===== config.mk =====
export PLATFORM = sky130hd
export DESIGN_NAME = bj_issue_sched
export DESIGN_NICKNAME = d
export VERILOG_FILES = /design/src/rtl/bj_issue_sched.sv
export SDC_FILE = /design/constraint.sdc
export NUM_CORES = 1
export LEC_CHECK = 0
export BUFFER_PORTS_ARGS = -buffer_cell sky130_fd_sc_hd__buf_2
export CORE_UTILIZATION = 52
export CTS_BUF_LIST = sky130_fd_sc_hd__clkbuf_16
export CTS_CLUSTER_DIAMETER = 30
export CTS_CLUSTER_SIZE = 10
export DETAILED_ROUTE_END_ITERATION = 8
export PLACE_DENSITY = 0.82
export SLEW_MARGIN = 30
export SYNTH_ARGS = -nofsm -noshare
export SYNTH_HDL_FRONTEND = slang
export SYNTH_SLANG_ARGS = --single-unit

===== constraint.sdc =====
create_clock -name clk -period 10.4 [get_ports clk]
set_clock_uncertainty 0.05 [all_clocks]
set_input_delay 3.12 -clock clk [delete_from_list [all_inputs] [get_ports clk]]
set_output_delay 3.12 -clock clk [all_outputs]
set_load 0.005 [all_outputs]

===== src/rtl/bj_issue_sched.sv =====
// -----------------------------------------------------------------------------
// bj_issue_sched
//
// In-order issue scheduler for the single branch/jump unit (BJU). Two dispatch
// lanes (lane 0 older than lane 1) enqueue into a small circular queue, and the
// head is issued to the BJU one op per cycle. The BJU always accepts, so an
// issue pops the head in the same cycle. A BJU flush discards every younger
// buffered op and parks the block in RECOVER for RECOVER_CYCLES cycles. A
// pipeline-wide ext_flush empties the queue and returns straight to RUN.
//
// Ports:
//   clk, reset_n        core clock, asynchronous active-low reset
//   in0_valid/payload   lane 0 (older) dispatch op
//   in1_valid/payload   lane 1 (younger) dispatch op
//   in_ready            both lanes accepted this cycle (all-or-nothing)
//   bju_valid/payload   op issued to the BJU (head of queue, 0 when idle)
//   bju_flush           BJU flush for the op issued this cycle
//   ext_flush           pipeline-wide flush, highest priority
//   count               occupied queue entries
//   mispredict_cnt      saturating count of honoured BJU flushes
// -----------------------------------------------------------------------------
module bj_issue_sched #(
  parameter int PAYLOAD_W      = 128,
  parameter int DEPTH          = 4,  // power of 2, >= 2
  parameter int RECOVER_CYCLES = 2   // >= 1
) (
  input  logic                         clk,
  input  logic                         reset_n,
  input  logic                         in0_valid,
  input  logic [PAYLOAD_W-1:0]         in0_payload,
  input  logic                         in1_valid,
  input  logic [PAYLOAD_W-1:0]         in1_payload,
  output logic                         in_ready,
  output logic                         bju_valid,
  output logic [PAYLOAD_W-1:0]         bju_payload,
  input  logic                         bju_flush,
  input  logic                         ext_flush,
  output logic [$clog2(DEPTH+1)-1:0]   count,
  output logic [31:0]                  mispredict_cnt
);

  localparam int AW = $clog2(DEPTH);
  localparam int CW = $clog2(DEPTH + 1);
  // Keep the recovery counter at least one bit wide when RECOVER_CYCLES == 1.
  localparam int RW = (RECOVER_CYCLES > 1) ? $clog2(RECOVER_CYCLES) : 1;

  typedef enum logic {
    RUN     = 1'b0,
    RECOVER = 1'b1
  } state_e;

  state_e               state_q, state_d;
  logic [RW-1:0]        rec_q, rec_d;
  logic [AW-1:0]        rptr_q, rptr_d;
  logic [AW-1:0]        wptr_q, wptr_d;
  logic [CW-1:0]        count_q, count_d;
  logic [31:0]          mis_q, mis_d;

  logic [PAYLOAD_W-1:0] mem [DEPTH];

  logic                 run;
  logic                 mispredict;
  logic                 enq_ok;
  logic                 wr0;
  logic                 wr1;
  logic [AW-1:0]        wr1_addr;
  logic [1:0]           n_enq;

  // ---------------------------------------------------------------------------
  // Handshake and issue: driven from registers only, so there is no
  // combinational path from any input to in_ready or bju_valid.
  // ---------------------------------------------------------------------------
  assign run         = (state_q == RUN);
  // Two free slots are needed because acceptance is all-or-nothing for both lanes.
  assign in_ready    = run && (count_q <= CW'(DEPTH - 2));
  assign bju_valid   = run && (count_q != '0);
  assign bju_payload = bju_valid ? mem[rptr_q] : '0;

  // A BJU flush only counts when an op was actually issued and no external
  // flush overrides it.
  assign mispredict  = bju_valid && bju_flush && !ext_flush;

  // Any flush drops the same-cycle enqueue; dispatch is flushed alongside.
  assign enq_ok      = in_ready && !ext_flush && !mispredict;
  assign wr0         = enq_ok && in0_valid;
  assign wr1         = enq_ok && in1_valid;
  // Lane 1 packs directly behind lane 0, or takes wptr when lane 0 is empty.
  assign wr1_addr    = wptr_q + AW'(in0_valid);
  assign n_enq       = {1'b0, wr0} + {1'b0, wr1};

  assign count          = count_q;
  assign mispredict_cnt = mis_q;

  // ---------------------------------------------------------------------------
  // Next-state logic
  // ---------------------------------------------------------------------------
  always_comb begin
    // NOTE: every signal gets a default first, so no path leaves one unassigned
    // and no latch is inferred.
    state_d = state_q;
    rec_d   = rec_q;
    rptr_d  = rptr_q + AW'(bju_valid);
    wptr_d  = wptr_q + AW'(n_enq);
    count_d = count_q + CW'(n_enq) - CW'(bju_valid);
    mis_d   = mis_q;

    if (ext_flush) begin
      state_d = RUN;
      rec_d   = '0;
      rptr_d  = wptr_q;
      wptr_d  = wptr_q;
      count_d = '0;
    end else if (mispredict) begin
      state_d = RECOVER;
      rec_d   = RW'(RECOVER_CYCLES - 1);
      rptr_d  = wptr_q;
      wptr_d  = wptr_q;
      count_d = '0;
      if (mis_q != 32'hFFFF_FFFF) mis_d = mis_q + 32'd1;
    end else if (state_q == RECOVER) begin
      // The counter is loaded with RECOVER_CYCLES-1, so leaving on zero gives
      // exactly RECOVER_CYCLES cycles in RECOVER.
      if (rec_q == '0) state_d = RUN;
      else             rec_d   = rec_q - RW'(1);
    end
  end

  // ---------------------------------------------------------------------------
  // State registers
  // ---------------------------------------------------------------------------
  always_ff @(posedge clk or negedge reset_n) begin
    // NOTE: sequential state uses non-blocking assignments so every register
    // samples the pre-edge values regardless of statement order.
    if (!reset_n) begin
      state_q <= RUN;
      rec_q   <= '0;
      rptr_q  <= '0;
      wptr_q  <= '0;
      count_q <= '0;
      mis_q   <= '0;
    end else begin
      state_q <= state_d;
      rec_q   <= rec_d;
      rptr_q  <= rptr_d;
      wptr_q  <= wptr_d;
      count_q <= count_d;
      mis_q   <= mis_d;
    end
  end

  // NOTE: the payload storage is deliberately not reset; an entry is only read
  // when count marks it occupied, and bju_payload is forced to 0 otherwise.
  always_ff @(posedge clk) begin
    if (wr0) mem[wptr_q]   <= in0_payload;
    if (wr1) mem[wr1_addr] <= in1_payload;
  end

endmodule


==> summary.txt <==
status -> finished, final reports clean
min-delay src -> rec_q$_DFFE_PN0P_
R2R Setup Slk -> 6.35 ns
proportion of synthesized area in mux cells -> 0.334
Clock Path Buffers -> 3
post-synth top area share -> 0.540
CP Capture Type -> output port
Post-synth top flop -> edfxtp_1
fraction of registers with async set/reset -> 0.0741
fmax -> 145 MHz
PD cells -> 269 nW/µm²
Synth-to-Final Area Change -> 23.4%
routed len/inst -> 24.9 µm
CTS root buf -> clkbuf_16
Commonest cells post-synth -> edfxtp_1 (512), mux2_2 (298), mux2_4 (218)
GRT Util Overall -> 0.255
worst-margin pin slew -> 0.946 ns
total CTS buffers -> 113
FP Rows -> 85
post_cts resized -> 0
RSZ-0062 raised after global routing -> no
critical path peak fanout -> 53
Max Cap Viol -> 0
syn_area_per_cell -> 17.9 µm²
CP startpoint kind -> flip-flop
largest family of logic cells by synthesized area -> multiplexers
sequential-to-total area share from yosys stat -> 0.576
number of vias per cell -> 5.82
Top Layer Used -> met5
cell leakage power -> 0.0140 µW
Core Region -> 53900 µm²
H-tree depth -> 3
maximum VDD drop -> 0.175 mV
Syn Inst Count -> 1591
Syn Nets -> 1860
Total Neg Setup Slack -> 0 ns
simple-gate area share of the yosys netlist -> 0.0487
I/O pins -> 427
XOR/XNOR share of the synthesized area -> 0.0114
YS warnings -> 0
Worst-Skew Late Latency -> 0.64 ns
Final nets -> 2321
Worst Path Required -> 7.23 ns
Final period util -> 0.664
metal3 WL -> 5650 µm
Post-Route WL -> 71500 µm
Die H -> 236 µm
met2 WL -> 35800 µm
final setup vio count -> 0
ranking of synthesized cells by area -> edfxtp_1 (54%), mux2_2 (12%), mux2_4 (12%), mux4_2 (10%), dfrtp_1 (3.6%)
final routed DRC violation total -> 0
met1 WL -> 26900 µm
initial antenna violation count -> 37
CTS Sinks -> 553
EDFF count, synth -> 512
Iter 0 DRT Violations -> 934
Slew Viols, Final -> 0
Seq cells post-synth -> 553
Syn Std Cell Area -> 28500 µm²
Hold Vio Cnt, Final -> 0
total power -> 9460 µW
CTS tree -> yes
postcts setup bufs -> 0
GRT overflow -> 0
worst-case reg-to-reg path depth -> 7
post-layout min period -> 6.90 ns
Worst R2R End -> mem[1][16]$_DFFE_PP_
Min-Delay Endpoint -> rec_q$_DFFE_PN0P_
largest area contributor in the netlist -> edfxtp_1
first-pass GRT wire length -> 107000 µm
slew margin rel. -> 0.370
Antenna Nets Post-Route -> 0
Place WS -> 3.61 ns
layout cells sized above 1 -> 0.599
Synth Area in Compound Gates -> 0.00255
DIE WIDTH -> 236 µm
CP Data Arrival Time -> 3.73 ns
Final HPWL DP -> 42000 µm
via count -> 16700
number of stages on the worst hold path -> 2
CTS Hold Bufs -> 0
PortBufs -> 426
fraction of the mapped netlist area in adder cells -> 0.00374
clock-pin slew on the worst setup and hold paths -> 0.04 ns
synth unique cells -> 39
Hold WC Path Type -> flip-flop to flip-flop
CP Class -> flip-flop to output port
largest net degree at the start of global routing -> 92
most frequent cell after synthesis -> edfxtp_1
start of the worst register-to-register path -> count[0]$_DFF_PN0_
area of the die -> 55700 µm²
Final Wtd Congestion -> 0.862
vias in the first global route -> 18000
Pre-antenna DRT Iters -> 5
PnR worst setup slack -> 3.50 ns
initial cell density of the core -> 0.528
## critical path, stage by stage (launching register included)
cell     delay [ns]
dfrtp_4        0.85
buf_4          0.62
buf_4          0.75
mux4_2         0.40
and2_1         0.21
buf_2          0.14
## through the flow
step                hold WS, ns  cell area (µm²)  utilization  instances
floorplan                 0.397            28500            -       1591
global placement          0.411            31100        0.577       2633
detailed placement        0.432            31100        0.577       2633
CTS                       0.441            35100        0.650       2845
global route              0.458            35100        0.651       2866
finish                    0.444            35100        0.651       2869
## registers in the layout, summed over array words and instances (netlist names)
signal,count
mem,512
state_q,1
rec_q,1
count,3
rptr_q,2
mispredict_cnt,32
wptr_q,2
## cells in the final DEF (no fill, tap or decap), types with 3 or more instances in the layout
cell	synthesis	routed
and3_1	11	11
nand2_1	17	15
clkinv_2	0	22
nor2_1	9	9
nand4_1	17	17
nand3b_1	3	3
inv_1	8	21
dfrtp_1	41	39
mux2_4	218	218
nand3_1	24	22
ha_1	6	6
buf_2	39	425
clkinv_8	0	3
buf_4	0	18
inv_6	0	3
nor4_2	3	3
xnor2_1	32	32
clkinvlp_4	0	10
and2_1	132	132
clkinv_4	0	5
mux2_2	298	298
diode_2	0	24
mux4_2	128	128
xor2_1	5	5
nor3_1	3	3
clkbuf_16	0	114
edfxtp_1	512	512
bufinv_16	0	21
clkinv_1	0	19
## kinds of logic after synthesis
family / Yosys count
AO/OA/AOI/OAI: 10
XOR/XNOR: 37
adder cells (fa/ha/maj): 8
buffers and inverters: 109
flip-flops: 553
multiplexers: 644
AND/OR/NAND/NOR: 230
## power breakdown
group          total, µW  internal (µW)  switching [µW]
Sequential          3140           2940             202
Clock               3700           2500            1190
Combinational       2630           1310            1320
## metal layers
metal  vias to the layer above  track usage
met5                         -            0
met1                      8486        0.301
met4                        28        0.139
li1                       7311            -
met2                       682        0.423
met3                       195       0.0700
## final cells by class
| cell class | instances | area, µm² |
|---|---|---|
| Inverter | 8 | 31.3 |
| Antenna cell | 24 | 60.1 |
| Timing Repair Buffer | 447 | 2320 |
| Clock inverter | 98 | 1110 |
| Multi-Input combinational cell | 929 | 11500 |
| Clock buffer | 114 | 2850 |
| Tap cell | 696 | 871 |
| Fill cell | 3621 | 18800 |
| Sequential cell | 553 | 16400 |
## worst max-delay path by stage
stage / from / endpoint / slack [ns] / cells after the start
CTS: rptr_q[1]$_DFF_PN0_ / bju_payload[122] / 3.44 / 5
detailed placement: bju_flush / mem[1][11]$_DFFE_PP_ / 3.61 / 8
finish: rptr_q[1]$_DFF_PN0_ / bju_payload[97] / 3.50 / 5
floorplan: bju_flush / mem[2][0]$_DFFE_PP_ / 0.11 / 6
global placement: bju_flush / mem[1][12]$_DFFE_PP_ / 3.56 / 8
global route: rptr_q[1]$_DFF_PN0_ / bju_payload[97] / 3.36 / 5
(Power assumes the default switching activity.)
